<file path="src/rtl/pcie_lane_striper.sv">
// Stripes MAC bytes round-robin across the active PCIe lanes, one lane-wide
// symbol set per output handshake, with PAD (K23.7) fill on flush.
module pcie_lane_striper #(
    parameter int                         NUM_LANES       = 4,
    parameter int                         MAC_FRAME_WIDTH = 8,
    parameter logic [MAC_FRAME_WIDTH-1:0] PAD_BYTE        = 8'hF7
) (
    input  logic                                 clk_i,
    input  logic                                 rst_ni,
    input  logic [$clog2(NUM_LANES):0]           active_lanes_i,
    input  logic [MAC_FRAME_WIDTH-1:0]           mac_data_frame_i,
    input  logic                                 mac_data_frame_valid_i,
    output logic                                 mac_data_frame_ready_o,
    input  logic                                 flush_i,
    output logic [NUM_LANES*MAC_FRAME_WIDTH-1:0] lane_data_o,
    output logic [NUM_LANES-1:0]                 lane_k_o,
    output logic [NUM_LANES-1:0]                 lane_valid_o,
    input  logic                                 lane_ready_i
);

    localparam int LW = $clog2(NUM_LANES) + 1;
    localparam int IW = (NUM_LANES > 1) ? $clog2(NUM_LANES) : 1;
    localparam int DW = MAC_FRAME_WIDTH;

    typedef enum logic [1:0] {
        ST_IDLE,
        ST_FILL,
        ST_FLUSH
    } state_e;

    state_e                  state_q, state_d;
    logic [IW-1:0]           idx_q, idx_d;
    logic [LW-1:0]           width_q, width_d;
    logic [DW-1:0]           acc_q [NUM_LANES];
    logic [NUM_LANES*DW-1:0] data_q, data_d;
    logic [NUM_LANES-1:0]    k_q, k_d;
    logic [NUM_LANES-1:0]    vld_q, vld_d;

    logic          flush_pend;
    logic          out_full;
    logic          last;
    logic          ready;
    logic          accept;
    logic          pad_load;
    logic [IW-1:0] idx_after;

    // Illegal widths (zero, non-power-of-two, wider than the PHY) fall back to x1.
    function automatic logic lanes_legal(input logic [LW-1:0] a);
        return (a != '0) && ((a & (a - LW'(1))) == '0) && (a <= LW'(NUM_LANES));
    endfunction

    assign flush_pend = (state_q == ST_FLUSH);
    assign out_full   = |vld_q;
    assign last       = (LW'(idx_q) == (width_q - LW'(1)));
    assign ready      = !flush_pend && (!last || !out_full || lane_ready_i);
    assign accept     = mac_data_frame_valid_i && ready;
    assign pad_load   = flush_pend && (!out_full || lane_ready_i);
    assign idx_after  = accept ? (last ? '0 : idx_q + IW'(1)) : idx_q;

    always_comb begin
        state_d = state_q;
        idx_d   = idx_after;
        width_d = width_q;
        data_d  = data_q;
        k_d     = k_q;
        vld_d   = vld_q;

        if (state_q == ST_IDLE && !accept) begin
            width_d = lanes_legal(active_lanes_i) ? active_lanes_i : LW'(1);
        end

        // The completing byte bypasses the accumulator straight into its lane.
        if (accept && last) begin
            for (int k = 0; k < NUM_LANES; k++) begin
                k_d[k]   = 1'b0;
                vld_d[k] = (LW'(k) < width_q);
                if (LW'(k) < width_q - LW'(1)) begin
                    data_d[k*DW +: DW] = acc_q[k];
                end else if (LW'(k) == width_q - LW'(1)) begin
                    data_d[k*DW +: DW] = mac_data_frame_i;
                end else begin
                    data_d[k*DW +: DW] = '0;
                end
            end
        end else if (pad_load) begin
            for (int k = 0; k < NUM_LANES; k++) begin
                vld_d[k] = (LW'(k) < width_q);
                if (IW'(k) < idx_q) begin
                    data_d[k*DW +: DW] = acc_q[k];
                    k_d[k]             = 1'b0;
                end else if (LW'(k) < width_q) begin
                    data_d[k*DW +: DW] = PAD_BYTE;
                    k_d[k]             = 1'b1;
                end else begin
                    data_d[k*DW +: DW] = '0;
                    k_d[k]             = 1'b0;
                end
            end
            idx_d = '0;
        end else if (out_full && lane_ready_i) begin
            data_d = '0;
            k_d    = '0;
            vld_d  = '0;
        end

        if (pad_load) begin
            state_d = ST_IDLE;
        end else if (flush_pend || (flush_i && idx_after != '0)) begin
            state_d = ST_FLUSH;
        end else if (idx_after != '0) begin
            state_d = ST_FILL;
        end else begin
            state_d = ST_IDLE;
        end
    end

    always_ff @(posedge clk_i or negedge rst_ni) begin
        if (!rst_ni) begin
            state_q <= ST_IDLE;
            idx_q   <= '0;
            width_q <= LW'(1);
            data_q  <= '0;
            k_q     <= '0;
            vld_q   <= '0;
        end else begin
            state_q <= state_d;
            idx_q   <= idx_d;
            width_q <= width_d;
            data_q  <= data_d;
            k_q     <= k_d;
            vld_q   <= vld_d;
        end
    end

    // Accumulator is pure data; stale contents are never read once idx_q resets.
    always_ff @(posedge clk_i) begin
        if (accept && !last) begin
            acc_q[idx_q] <= mac_data_frame_i;
        end
    end

    assign mac_data_frame_ready_o = ready;
    assign lane_data_o            = data_q;
    assign lane_k_o               = k_q;
    assign lane_valid_o           = vld_q;

endmodule

</file>
<file path="config.mk">
export PLATFORM = sky130hd
export DESIGN_NAME = pcie_lane_striper
export DESIGN_NICKNAME = d
export VERILOG_FILES = /design/src/rtl/pcie_lane_striper.sv
export SDC_FILE = /design/constraint.sdc
export NUM_CORES = 1
export LEC_CHECK = 0
export ABC_AREA = 1
export CORE_ASPECT_RATIO = 0.8
export CORE_MARGIN = 1.5
export CORE_UTILIZATION = 30
export DETAILED_ROUTE_END_ITERATION = 10
export GPL_TIMING_DRIVEN = 0
export PLACE_DENSITY_LB_ADDON = 0.25
export SLEW_MARGIN = 10
export SYNTH_ARGS = -nofsm -noshare
export SYNTH_HDL_FRONTEND = slang
export SYNTH_SLANG_ARGS = --single-unit
</file>
<file path="constraint.sdc">
create_clock -name clk_i -period 5.1 [get_ports clk_i]
set_input_delay 1.275 -clock clk_i [delete_from_list [all_inputs] [get_ports clk_i]]
set_output_delay 1.275 -clock clk_i [all_outputs]
set_load 0.02 [all_outputs]
</file>
# After elaboration in Yosys (flattened, before gate mapping)
# Memory sizes are Yosys's and may differ from the RTL's.
# Index checks and enable logic that the tools add are counted.
# totals
memories	1
input_bits	16
register_bits	47
ramBits	32
# classes
n_lt_le_gt_ge	13
n_bitwise	1
reduce_logical	25
addsub	3
eq_ne	5
n_mux	42
# mem_list
name	words	width	rd	rd_ports_with_merged_regs	write_ports	line	rtl
acc_q	4	8	4	0	1	34	logic [DW-1:0] acc_q [NUM_LANES];
# op_table
cell	n
$mux 8	16
$mux 32	3
$mux 4	5
$lt 1x3->1 const A	4
$lt 2x3->1 const A	4
$mux 2	6
$mux 1	11
$logic_and 1x1->1	10
$eq 2x3->1 const A	2
$logic_not 3->1	2
$reduce_bool 3->1	2
$sub 3x1->3 const B	2
$logic_not 1->1	4
$logic_or 1x1->1	4
$lt 1x2->1 const A	2
$lt 2x2->1 const A	2
$reduce_or 4->1	1
$and 3x3->3	1
$eq 1x3->1 const A	1
$eq 2x3->1	1
$le 3x3->1 const B	1
$mux 3	1
$add 2x1->2 const B	1
$eq 2x2->1 const B	1
2 further kinds	2

# Logic depth before layout (Yosys ltp)
# depth
ltp_word	13
mapped_depth	16
mapped_depth_nobuf	14

# Least setup slack after synthesis
# OpenSTA, ideal clock, no wires.
# synth_path
path_kind	input-to-output
from	input lane_ready_i
to	output mac_data_frame_ready_o
t_arrival_ns	1.732
slack_ns	2.093
cell_stages	4
t_required_ns	3.825
path_cell_list	inv_1 nand2_1 nor2_1 nor2_1
# synth_between
elab_chain_len	2
# synth_lines
item	line	rtl
from (decl)	18	input logic lane_ready_i
$logic_or 1x1->1	55	assign ready = !flush_pend && (!last || !out_full || lane_ready_i);
$logic_and 1x1->1	55	
to (decl)	13	output logic mac_data_frame_ready_o,
# Every way passes these cells.

# Final worst setup path
# Ends and elaborated chain as after synthesis.

==> metrics.cfg <==
[sta]
worst_pin_slew_ns=0.748
maxSlewHeadroom_pct=49.9
skew_ns=0.00880
setup_ws_ns=1.02
slew_violations=0
setup_tns_ns=0
rsz0062_at_grt=no
period_minus_slack_ns=4.08
timing.final.crit_share_pct=80.1
hold_violations=0
max_freq_ghz=0.245
finalSetupViolCount=0

[power]
report.power.total_w=0.00326
p_leak_nw=2.30
p_per_area_nw_per_um2=635
vdd_drop_max_mv=0.203

[placed_design]
gp_congestion=0.878
port_buffers=56
dp_slack_ns=0.976
dp_hpwl_mm=8.20

[grt]
antenna_found_initial=0
gr-total-overflow=0
grt_use_total_pct=16.4
grt_max_degree=32
grt_pass1_vias=3181
grt_first_pass_wirelength_mm=17.5

[finish]
syn2layout_area_growth_pct=27.9
drive_above_1_share_pct=12.1
n_antenna_cell=0
num-fill-cells=1322
fin_nets=546
final_util_pct=39.5

[detailed_routing]
wl_met3_um=570
highest_layer=met4
wire_per_inst_um=15.5
drc=0
num_vias=3365
m1WireLength_mm=5.45
wl_met2_mm=4.79
viasPerCell=4.79
drt_iter0_markers=232
drtPass1Iterations=6
wl_mm=10.9
ant_nets=0

[clock_tree]
cts_resized=0
cts_max_path_buffers=2
cts_tree=done
numCtsBuffers=9
clk-insertion-delay-late_ns=0.34
cts_setup_buffers=0
cts-root-buf=clkbuf_16
hold_buffers=0
cts.clk_slew.worst_paths_ns=0.06
htree_levels=3
cts_sinks=79

[run]
max_cap_violations=0

[die]
die_y_um=106
coreArea_um2=13000
start_util_pct=30.9
die_area_um2=14100
die_w_um=132
rows=37
boundaryPins=57

[setup_path]
rrSetupSlack_ns=2.47
crit_family=buffers and inverters
crit_path_cell_trace=clkdlybuf4s50_1, inv_1, nand2_1, nor2_1, nor2_1, clkdlybuf4s50_1
rr_worst_depth=8
arrival_ns=2.81
path_max_fanout=2
r2r_start=width_q[0]
crit_type=primary input to primary output
slowest_delay_ns=0.63
cp_slowest_cell=clkdlybuf4s50_1
critPathLaunchType=primary input
required_ns=3.83
path_buf_inv=3
cp-startpoint=lane_ready_i
r2r_end=acc_q[2][0]
end_kind=primary output

[yosys]
yosys.area.top_type_share_pct=28.7
ys_seq_area_share_pct=53.4
synthesis.instances=454
synth_fp_nets=478
synth-seq-cells=79
synth_most_common_cell=nand2_1
ys.warnings.count=0
synth.area.top_cells=dfrtp_1 29%, edfxtp_1 24%, nand2_1 9.4%
syn-mean-instance-area_um2=8.82
synth.distinct_cells=30
ys_async_sr_fraction_pct=59.5
ys.flop_type=dfrtp_1
yosys.area.top_type=dfrtp_1
synth_edf_count=32
syn_area_um2=4000
ys_top_cells_by_count=100 x nand2_1, 51 x o21ai_0, 49 x nor2_1, 46 x dfrtp_1, 38 x nand3_1

[status]
status=finished clean

[min_path]
hp-class=register to register
hp-start=lane_data_o[24]
holdPathEnd=lane_data_o[24]
hold_depth=2

tightest hold or removal path, stage by stage, from the launching register on:
cell and delay (ns):
dfrtp_1 0.34, nand3_1 0.07, nand2_1 0.05
metal layers:
| layer | global-route usage, % | vias to the layer above |
|---|---|---|
| met2 | 24.9 | 105 |
| li1 | - | 1646 |
| met3 | 3.34 | 10 |
| met5 | 0 | - |
| met1 | 23.5 | 1604 |
| met4 | 5.08 | 0 |
flip-flops by register name, indices dropped and copies added (netlist names):
name and cells:
acc_q 32, lane_data_o 32, lane_k_o 4, lane_valid_o 4, width_q 3, idx_q 2, state_q 2
layout make-up:
type / count / area, µm² / share of cell area [%]
Sequential cell: 79 / 2140 / 41.7
Timing Repair Buffer: 57 / 576 / 11.2
Multi-Input combinational cell: 313 / 1570 / 30.6
Clock inverter: 5 / 81.3 / 1.59
Inverter: 45 / 171 / 3.35
Tap cell: 175 / 219 / 4.27
Clock buffer: 11 / 243 / 4.74
Buffer: 17 / 129 / 2.52
layout by cell type (no fill, tap or decap), types with 2 or more instances in the layout:
cell,count
o21ai_0,51
nor2_1,49
nand3_1,38
nor2_2,5
nand2_2,2
o22ai_1,5
nand4_1,5
buf_4,4
buf_12,3
dfrtp_1,46
clkbuf_1,6
edfxtp_1,32
ha_1,8
bufinv_16,2
buf_1,2
clkbuf_16,9
o21ai_1,2
nand3_2,12
clkdlybuf4s50_1,55
inv_1,34
inv_2,10
a21oi_1,28
buf_6,2
nand2_1,100
buf_2,3
nand2_4,3
kinds of logic after synthesis:
group           Yosys count  synth area share (%)
mux                       1                 0.281
flops                    79                  53.4
fa+ha+maj                 8                  2.50
simple gates            217                  25.3
buf+inv                  62                  7.50
compound gates           87                  11.1
power by group:
group	switching, W	internal, W
registers	0.0000982	0.000846
logic	0.00104	0.000578
clock network	0.000255	0.000442
through the flow:
stage               hold WS, ns  instance area [µm²]  cells
floorplan                 0.446                 4000    454
global placement          0.486                 4780    685
detailed placement        0.486                 4800    686
CTS                       0.500                 5120    702
global route              0.524                 5120    702
finish                    0.498                 5120    702
how the worst max path moves through the flow:
stage / to / slack (ns) / cells past startpoint
global route: mac_data_frame_ready_o / 0.90 / 6
detailed placement: mac_data_frame_ready_o / 0.98 / 6
floorplan: mac_data_frame_ready_o / 2.09 / 4
global placement: mac_data_frame_ready_o / 0.99 / 6
finish: mac_data_frame_ready_o / 1.02 / 6
CTS: mac_data_frame_ready_o / 0.96 / 6
No activity file was read; power rests on OpenSTA's default activity.
